`config.mk`:
```
export PLATFORM = sky130hd
export DESIGN_NAME = deci_key_debouncer
export DESIGN_NICKNAME = d
export VERILOG_FILES = /design/src/rtl/deci_key_pkg.sv /design/src/rtl/deci_key_debouncer_sync.sv /design/src/rtl/deci_key_debouncer.sv
export SDC_FILE = /design/constraint.sdc
export NUM_CORES = 1
export LEC_CHECK = 0
export ABC_AREA = 1
export BUFFER_PORTS_ARGS = -buffer_cell sky130_fd_sc_hd__buf_2
export CORE_MARGIN = 10
export CORE_UTILIZATION = 61
export CTS_CLUSTER_DIAMETER = 120
export DETAILED_ROUTE_END_ITERATION = 7
export PLACE_DENSITY = 0.83
export SETUP_SLACK_MARGIN = 0.1
export SLEW_MARGIN = 20
export SYNTH_ARGS = -nofsm -noshare
export SYNTH_HDL_FRONTEND = slang
export SYNTH_SLANG_ARGS = --single-unit
```
`constraint.sdc`:
```
create_clock -name clk -period 7.45 [get_ports clk]
set_input_delay 2.235 -clock clk [delete_from_list [all_inputs] [get_ports clk]]
set_output_delay 2.235 -clock clk [all_outputs]
set_load 0.01 [all_outputs]
```
`src/rtl/deci_key_pkg.sv`:
```
// ---------------------------------------------------------------------------
// deci_key_pkg
// Shared definitions for the decimal key debouncer front-end and the benches
// that exercise it alongside the decimal-to-binary encoder.
//   - DB_CYCLES_DEFAULT : default number of stable cycles to accept a change
//   - KEY_W             : number of decimal key lines (keys 0..9)
//   - deci_state_t      : debouncer FSM state encoding (3 bits)
//   - onehot10()        : true when exactly one of ten bits is set
// ---------------------------------------------------------------------------
package deci_key_pkg;

    localparam int DB_CYCLES_DEFAULT = 16;
    localparam int KEY_W             = 10;

    typedef enum logic [2:0] {
        ST_IDLE     = 3'd0,
        ST_DEBOUNCE = 3'd1,
        ST_PRESSED  = 3'd2,
        ST_RELEASE  = 3'd3,
        ST_REJECT   = 3'd4
    } deci_state_t;

    // Popcount == 1 over the ten key lines.
    function automatic logic onehot10(input logic [9:0] v);
        logic [3:0] n;
        n = 4'd0;
        for (int i = 0; i < 10; i++) begin
            n = n + {3'b000, v[i]};
        end
        return (n == 4'd1);
    endfunction

endpackage

```
`src/rtl/deci_key_debouncer_sync.sv`:
```
// ---------------------------------------------------------------------------
// sync_2ff
// Parameterised-width two-flop synchroniser for asynchronous inputs.
// Ports:
//   clk  in          system clock
//   rst  in          asynchronous active-high reset (both stages clear to 0)
//   d    in  WIDTH   asynchronous input vector
//   q    out WIDTH   vector synchronised to clk, two edges of latency
// ---------------------------------------------------------------------------
module sync_2ff #(
    parameter int WIDTH = 10
) (
    input  logic             clk,
    input  logic             rst,
    input  logic [WIDTH-1:0] d,
    output logic [WIDTH-1:0] q
);

    // First stage may go metastable; only the second stage is used downstream.
    logic [WIDTH-1:0] meta;

    always_ff @(posedge clk or posedge rst) begin
        if (rst) begin
            meta <= '0;
            q    <= '0;
        end else begin
            meta <= d;
            q    <= meta;
        end
    end

endmodule

```
`src/rtl/deci_key_debouncer.sv`:
```
// ---------------------------------------------------------------------------
// deci_key_debouncer
// Front-end for the decimal-to-binary encoder. Synchronises ten raw bouncing
// key lines, debounces press and release, rejects multi-key presses and
// drives a clean registered one-hot code. D is all-zero when idle, which is
// the encoder's "no digit" case.
// Ports:
//   clk        in   1   system clock, rising edge
//   rst        in   1   asynchronous active-high reset
//   key_in     in   10  raw key lines, bit n high = key n pressed
//   D          out  10  debounced one-hot key code (or all-zero)
//   key_valid  out  1   one-cycle pulse when a new press is accepted
//   key_held   out  1   high while an accepted key is held (incl. release debounce)
//   multi_err  out  1   one-cycle pulse when a debounced press is not one-hot
//   fsm_state  out  3   current FSM state, for observation
//
// Handshake: there is no backpressure. key_valid is a single-cycle strobe
// qualifying D on that cycle; D then stays stable until the release has been
// debounced. key_valid and multi_err are never high together.
// ---------------------------------------------------------------------------
module deci_key_debouncer
    import deci_key_pkg::*;
#(
    parameter int DB_CYCLES = DB_CYCLES_DEFAULT,
    parameter int CW        = $clog2(DB_CYCLES)
) (
    input  logic        clk,
    input  logic        rst,
    input  logic [9:0]  key_in,
    output logic [9:0]  D,
    output logic        key_valid,
    output logic        key_held,
    output logic        multi_err,
    output deci_state_t fsm_state
);

    localparam logic [CW-1:0] CNT_LAST = CW'(DB_CYCLES - 1);

    logic [9:0]    key_s;
    logic [9:0]    cand;
    logic [CW-1:0] cnt;
    deci_state_t   state;

    sync_2ff #(
        .WIDTH (KEY_W)
    ) u_sync (
        .clk (clk),
        .rst (rst),
        .d   (key_in),
        .q   (key_s)
    );

    assign fsm_state = state;

    always_ff @(posedge clk or posedge rst) begin
        if (rst) begin
            state     <= ST_IDLE;
            cand      <= '0;
            cnt       <= '0;
            D         <= '0;
            key_valid <= 1'b0;
            key_held  <= 1'b0;
            multi_err <= 1'b0;
        end else begin
            // Strobes default low so they are exactly one cycle wide.
            key_valid <= 1'b0;
            multi_err <= 1'b0;

            case (state)
                ST_IDLE: begin
                    if (key_s != 10'd0) begin
                        cand  <= key_s;
                        cnt   <= '0;
                        state <= ST_DEBOUNCE;
                    end
                end

                ST_DEBOUNCE: begin
                    if (key_s == 10'd0) begin
                        state <= ST_IDLE;
                    end else if (key_s != cand) begin
                        // Pattern moved: restart the stability count on it.
                        cand <= key_s;
                        cnt  <= '0;
                    end else if (cnt == CNT_LAST) begin
                        cnt <= '0;
                        if (onehot10(cand)) begin
                            D         <= cand;
                            key_valid <= 1'b1;
                            key_held  <= 1'b1;
                            state     <= ST_PRESSED;
                        end else begin
                            multi_err <= 1'b1;
                            state     <= ST_REJECT;
                        end
                    end else begin
                        cnt <= cnt + 1'b1;
                    end
                end

                ST_PRESSED: begin
                    // Any change, even an extra key, starts release tracking.
                    if (key_s != cand) begin
                        cnt   <= '0;
                        state <= ST_RELEASE;
                    end
                end

                ST_RELEASE: begin
                    if (key_s == cand) begin
                        // Short drop-out: resume without a new strobe.
                        state <= ST_PRESSED;
                    end else if (key_s == 10'd0) begin
                        if (cnt == CNT_LAST) begin
                            D        <= '0;
                            key_held <= 1'b0;
                            cnt      <= '0;
                            state    <= ST_IDLE;
                        end else begin
                            cnt <= cnt + 1'b1;
                        end
                    end else begin
                        // Some other key(s) down: wait for a full release.
                        cnt <= '0;
                    end
                end

                ST_REJECT: begin
                    // D is already zero here; only a full release leaves.
                    if (key_s == 10'd0) begin
                        if (cnt == CNT_LAST) begin
                            cnt   <= '0;
                            state <= ST_IDLE;
                        end else begin
                            cnt <= cnt + 1'b1;
                        end
                    end else begin
                        cnt <= '0;
                    end
                end

                default: begin
                    D        <= '0;
                    key_held <= 1'b0;
                    cnt      <= '0;
                    state    <= ST_IDLE;
                end
            endcase
        end
    end

endmodule

```
==> results of run 1 <==
==> power by group through the flow <==
stage | clock (mW) | combinational [mW] | sequential, mW
3_3_place_gp | 0 | 0.578 | 0.368
2_1_floorplan | 0 | 0.505 | 0.364
5_1_grt | 0.177 | 0.723 | 0.374
3_5_place_dp | 0 | 0.627 | 0.371
4_1_cts | 0.166 | 0.632 | 0.365
6_report | 0.161 | 0.633 | 0.366
==> layout make-up <==
cell class	count	area share, %
Sequential cell	50	48.3
Multi-Input combinational cell	156	33.8
Clock buffer	6	3.19
Tap cell	48	2.32
Inverter	46	6.76
Clock inverter	2	0.483
Timing Repair Buffer	27	5.21
==> critical path, delay by kind of cell, from the launching register on <==
kind | cells | cell delay, ns
flops | 1 | 0.42
simple gates | 4 | 0.65
buf+inv | 4 | 0.21
fa+ha+maj | 5 | 2.08
compound gates | 3 | 0.52
==> state kept, by name (all words and copies together), names as in the netlist <==
signal,flops
D,10
cand,10
cnt,4
fsm_state,3
key_held,1
key_valid,1
multi_err,1
u_sync.meta,10
u_sync.q,10
==> logic make-up after synthesis <==
family | Yosys count
adder cells (fa/ha/maj) | 9
buffers and inverters | 50
AND/OR/NAND/NOR | 114
flip-flops | 50
AO/OA/AOI/OAI | 33
==> final timing paths <==
| kind | from | endpoint |
|---|---|---|
| min in group asynchronous | rst | D[7] |
| max in group asynchronous | rst | u_sync.q[5] |
| worst max-delay path | cand[0] | D[8] |
| worst max register to register | cand[0] | D[8] |
| worst min register to register | u_sync.meta[6] | u_sync.q[6] |
| worst min-delay path | u_sync.meta[6] | u_sync.q[6] |
==> metal layers <==
metal	wire length, microns	vias to the layer above
li1	-	858
met1	1930	794
met4	39	0
met5	0	-
met2	1970	41
met3	309	4
==> synth_stat cells (2+ instances only) <==
master / count / area (sq um)
o21ai_0: 7 / 35.0
fa_1: 6 / 120
nand3_1: 13 / 65.1
inv_2: 4 / 15.0
nand2_2: 2 / 12.5
nor2_1: 14 / 52.6
inv_1: 41 / 154
o21ai_1: 10 / 50.1
nand2_1: 68 / 255
a21oi_1: 4 / 20.0
nand4_1: 6 / 37.5
nor2_2: 4 / 25.0
nor3_1: 2 / 10.0
dfrtp_1: 50 / 1250
buf_6: 3 / 33.8
nor3_2: 2 / 20.0
o21ai_2: 11 / 96.3
ha_1: 3 / 37.5
==> through the flow <==
step / hold slack, ns / area (sq um)
global placement: 0.332 / 2490
CTS: 0.355 / 2590
finish: 0.353 / 2590
detailed placement: 0.336 / 2490
global route: 0.362 / 2590
floorplan: 0.331 / 2340
==> results by group, run 1 <==
Outcome
  – Outcome: completed

STA
  – Peak Freq: 0.252 GHz
  – Setup TNS: 0 ns
  – Fin crit period: 3.96 ns
  – RSZ-0062 raised after global routing: false
  – Final worst-path cycle share: 53.2%
  – Final hold violation count: 0
  – Worst slew pin tran: 0.991 ns
  – Worst Clk Skew: 0.0112 ns
  – Endpoints failing setup: 0
  – Final Worst Setup Slack: 3.49 ns
  – Final Max Slew Viols: 0
  – Relative slew slack: 33.9%

Floorplan
  – Area of the core: 3690 sq um
  – # IOs: 28
  – Starting Density: 63.4%
  – Die Area: 6710 sq um
  – Die H: 81.9 microns
  – Chip width: 81.9 microns
  – Num rows: 22

Power and ir drop
  – Peak supply drop: 0.000213 V
  – Leakage: 1.37 nW
  – Sw power: 0.529 mW
  – Sequential share of power: 31.5%
  – Internal power: 0.632 mW
  – Clk network pwr share: 13.9%
  – PwrDens: 448 nW/um^2
  – Power Total: 1.16 mW
  – Sw frac: 45.6%
  – Combinational Power Share: 54.6%

Setup path
  – Worst path cell trace: fa_1 > fa_1 > inv_1 > fa_1 > inv_1 > ha_1 > inv_1 > fa_1 > nand2_1 > inv_1 > o21ai_0 > a21oi_1 > nor2_1 > nor3_2 > nand3_1 > o21ai_0
  – CP max stage cell: fa_1
  – Kind of end point of the critical path: flop
  – CP Max Fanout: 11
  – R2R Setup Slk: 3.49 ns
  – Crit path largest cell delay: 0.52 ns
  – CP Class: flop to flop
  – Critical Path AT: 4.18 ns
  – Setup crit start kind: flop
  – Worst r2r path cells: 16
  – CP required: 7.67 ns

Cells and area
  – Nets: 307
  – Final cell count without fillers: 335
  – Final-layout fill cell count: 297
  – Diode count: 0
  – Core Util, Final: 70.3%
  – Multi-input gate area: 875 sq um
  – Layout area overhead: 10.8%
  – Most frequent cells in the layout: 68 x nand2_1, 50 x dfrtp_1, 40 x inv_1
  – Share of layout cells above drive strength 1: 21.6%
  – Most common cell after layout, fill and taps aside: nand2_1
  – Register area: 1250 sq um

Global routing
  – GRT Max-Usage Layer: met2
  – Met3 usage: 4.26%
  – Met1 Usage GRT: 16.6%
  – First-pass GRT wire length: 7220 microns
  – GRT Total Usage: 13.7%
  – Met2 Use GR: 23.0%
  – Vias in the first global route: 1668
  – Largest net degree at the start of global routing: 51
  – GRT overflow: 0
  – Initial antenna violation count: 0

Clocking
  – Buffer depth of the longest clock path: 2
  – Clock Sinks: 50
  – Hold-fix buffers, CTS: 0
  – Clk slew on worst S/H paths: 0.09 ns
  – CTS tree: yes
  – Worst-Skew Late Latency: 0.30 ns
  – TritonCTS Buffers: 5
  – Setup bufs post-CTS: 0
  – Post-CTS Resized: 0
  – # H-tree levels: 2
  – Root Driver: clkbuf_8

Route
  – DRC: 0
  – Post-DR vias/cell: 5.07
  – DR vias: 1697
  – TritonRoute pass-1 iters: 4
  – WL per Instance: 12.7 microns
  – Detailed Route Iter0 Violations: 97
  – Total Wirelength: 4250 microns
  – Detail Route Antenna Nets: 0

Synthesis
  – Synth Area in XOR/XNOR: 0%
  – Post-synthesis compound-gate area fraction: 8.94%
  – Post-synthesis simple-gate area fraction: 21.7%
  – Syn Area/Cell: 9.13 sq um
  – Yosys reg bits: 50
  – Mapped cell area: 2340 sq um
  – Post-synthesis sequential area ratio: 53.5%
  – Ys Warns: 0
  – Post-Synth Adder-Cell Area: 6.74%
  – Post-synthesis cell type count: 24
  – Post-synth top flop: dfrtp_1
  – Largest family of logic cells by synthesized area: simple AND/OR/NAND/NOR gates
  – Syn Inst Count: 256
  – Post-synth ARST share: 100%
  – EDFF count, synth: 0
  – Mux cell area share after synthesis: 0%
  – Synthesized netlist net count: 277

Placement
  – Placed cells: 327
  – Final Wtd Congestion: 0.914
  – Dpl hpwl: 3290 microns
  – Dpl ws: 3.51 ns
  – Port buffer count: 27

Hold path
  – Hold path depth: 0
  – HP Class: flop to flop

Job
  – Total of max-cap violations: 0
Note: power is estimated with default switching activity, not from simulation.
==> run 2, diff against run 1 <==
Settings changed: CORE_UTILIZATION 61 to 57, PLACE_DENSITY 0.83 to 0.78.
Clock period 7.45 ns to 4.2 ns, I/O delays scaled along.
==> results by group, run 2 (synthesis gave the netlist of run 1 again) <==
Outcome
  – Outcome: completed (unchanged)

STA
  – Final Max Slew Viols: 0 (unchanged)
  – Worst Clk Skew: 0.0120 ns (was 0.0112 ns)
  – RSZ-0062 raised after global routing: false (unchanged)
  – Endpoints failing setup: 0 (unchanged)
  – Final hold violation count: 0 (unchanged)
  – Fin crit period: 3.86 ns (was 3.96 ns)
  – Setup TNS: 0 ns (unchanged)
  – Final Worst Setup Slack: 0.338 ns (was 3.49 ns)
  – Final worst-path cycle share: 92.0% (was 53.2%)
  – Worst slew pin tran: 0.978 ns (was 0.991 ns)
  – Peak Freq: 0.259 GHz (was 0.252 GHz)
  – Relative slew slack: 34.8% (was 33.9%)

Cells and area
  – Post-route cell area: 2620 sq um (was 2590 sq um)
  – Final cell count without fillers: 338 (was 335)
  – Final-layout fill cell count: 327 (was 297)
  – Core Util, Final: 65.9% (was 70.3%)
  – Most common cell after layout, fill and taps aside: nand2_1 (unchanged)
  – Most frequent cells in the layout: 68 x nand2_1, 50 x dfrtp_1, 40 x inv_1 (unchanged)
  – Layout area overhead: 12.0% (was 10.8%)
  – Share of layout cells above drive strength 1: 22.2% (was 21.6%)
  – Diode count: 0 (unchanged)
  – Nets: 308 (was 307)

Global routing
  – Vias in the first global route: 1690 (was 1668)
  – Largest net degree at the start of global routing: 51 (unchanged)
  – Initial antenna violation count: 0 (unchanged)
  – First-pass GRT wire length: 7580 microns (was 7220 microns)
  – GRT Total Usage: 12.7% (was 13.7%)
  – GRT overflow: 0 (unchanged)

Placement
  – Port buffer count: 27 (unchanged)
  – Cell Area, Placed: 2500 sq um (was 2490 sq um)
  – Dpl ws: 0.196 ns (was 3.51 ns)
  – Dpl hpwl: 3200 microns (was 3290 microns)
  – Final Wtd Congestion: 0.897 (was 0.914)
  – Placed cells: 329 (was 327)

Power and ir drop
  – Sequential share of power: 31.4% (was 31.5%)
  – Leakage: 1.37 nW (about the same)
  – Internal power: 1.11 mW (was 0.632 mW)
  – Sw power: 0.952 mW (was 0.529 mW)
  – Clk network pwr share: 14.0% (was 13.9%)
  – PwrDens: 787 nW/um^2 (was 448 nW/um^2)
  – Combinational Power Share: 54.5% (was 54.6%)
  – Sw frac: 46.2% (was 45.6%)
  – Peak supply drop: 0.000393 V (was 0.000213 V)

Route
  – WL per Instance: 12.6 microns (was 12.7 microns)
  – DR vias: 1717 (was 1697)
  – Post-DR vias/cell: 5.08 (was 5.07)
  – TritonRoute pass-1 iters: 6 (was 4)
  – Detailed Route Iter0 Violations: 155 (was 97)
  – Total Wirelength: 4260 microns (was 4250 microns)
  – Detail Route Antenna Nets: 0 (unchanged)
  – DRC: 0 (unchanged)

Floorplan
  – Die Area: 7060 sq um (was 6710 sq um)
  – Die H: 84.1 microns (was 81.9 microns)
  – Starting Density: 58.9% (was 63.4%)
  – Area of the core: 3970 sq um (was 3690 sq um)
  – # IOs: 28 (unchanged)
  – Chip width: 84.1 microns (was 81.9 microns)
  – Num rows: 23 (was 22)

Setup path
  – Worst path cell trace: fa_1 > fa_1 > inv_1 > fa_1 > inv_1 > ha_1 > inv_1 > fa_1 > nand2_1 > inv_1 > o21ai_0 > a21oi_1 > nor2_1 > nor3_4 > nand2_1 > nand2_1 > o21ai_1 (was fa_1 > fa_1 > inv_1 > fa_1 > inv_1 > ha_1 > inv_1 > fa_1 > nand2_1 > inv_1 > o21ai_0 > a21oi_1 > nor2_1 > nor3_2 > nand3_1 > o21ai_0)
  – Cell family with most CP delay: adder cells (unchanged)
  – CP required: 4.40 ns (was 7.67 ns)
  – Reg2reg end: D[3] (was D[8])
  – CP Max Fanout: 5 (was 11)
  – Worst r2r path cells: 17 (was 16)
  – Setup crit start kind: flop (unchanged)
  – CP Class: flop to flop (unchanged)
  – CP max stage cell: fa_1 (unchanged)
  – Buf/Inv on CP: 4 (unchanged)
  – Critical Path AT: 4.06 ns (was 4.18 ns)
  – Crit path largest cell delay: 0.52 ns (about the same)
  – FF-to-FF Start: cand[0] (unchanged)
  – R2R Setup Slk: 0.34 ns (was 3.49 ns)
  – Kind of end point of the critical path: flop (unchanged)

Clocking
  – # H-tree levels: 2 (unchanged)
  – Hold-fix buffers, CTS: 0 (unchanged)
  – TritonCTS Buffers: 5 (unchanged)
  – Post-CTS Resized: 0 (unchanged)
  – Worst-Skew Late Latency: 0.31 ns (was 0.30 ns)
  – Root Driver: clkbuf_8 (unchanged)
  – Clock Sinks: 50 (unchanged)
  – Buffer depth of the longest clock path: 2 (unchanged)
  – Setup bufs post-CTS: 0 (unchanged)
  – CTS tree: yes (unchanged)
  – Clk slew on worst S/H paths: 0.10 ns (was 0.09 ns)

Hold path
  – Hold EP: u_sync.q[6] (unchanged)
  – HP Class: flop to flop (unchanged)
  – Hold path depth: 0 (unchanged)
  – Worst Hold Launch: u_sync.meta[6] (unchanged)

Job
  – Total of max-cap violations: 0 (unchanged)
[run 2: per-stage QoR]
step,power [mW],hold WS [ns]
6_report,2.06,0.348
5_1_grt,2.29,0.352
4_1_cts,2.05,0.353
3_5_place_dp,1.76,0.335
3_3_place_gp,1.69,0.331
2_1_floorplan,1.54,0.331
[run 2: layout make-up]
class | count | area, sq um | share of cell area, %
clock inverter | 3 | 26.3 | 1.00
multi-input combinational | 157 | 900 | 34.4
sequential | 50 | 1250 | 47.8
timing repair buffer | 27 | 135 | 5.16
tap | 50 | 62.6 | 2.39
clock buffer | 5 | 68.8 | 2.63
inverter | 46 | 175 | 6.69
[run 2: power groups by stage]
stage | registers (mW) | clock network [mW] | logic (mW)
after floorplan | 0.646 | 0 | 0.896
after global placement | 0.655 | 0 | 1.04
after detailed placement | 0.658 | 0 | 1.10
after CTS | 0.647 | 0.298 | 1.10
after global routing | 0.662 | 0.324 | 1.30
final | 0.648 | 0.289 | 1.12
[run 2: layer usage]
| metal | global-route usage [%] | wire length [microns] | up-vias |
|---|---|---|---|
| met1 | 16.0 | 1910 | 808 |
| met5 | 0 | 0 | - |
| met2 | 19.5 | 2020 | 46 |
| met3 | 3.91 | 260 | 6 |
| li1 | - | - | 857 |
| met4 | 5.18 | 59 | 0 |
[run 2: worst max path at each step]
| stage | slack (ns) | from | end | cells after the start |
|---|---|---|---|---|
| global route | 0.11 | cand[0] | D[1] | 17 |
| detailed placement | 0.20 | cand[0] | D[8] | 16 |
| global placement | 0.39 | cand[0] | D[8] | 16 |
| finish | 0.34 | cand[0] | D[3] | 17 |
| floorplan | 0.63 | cand[0] | D[0] | 17 |
| CTS | 0.18 | cand[0] | D[8] | 16 |
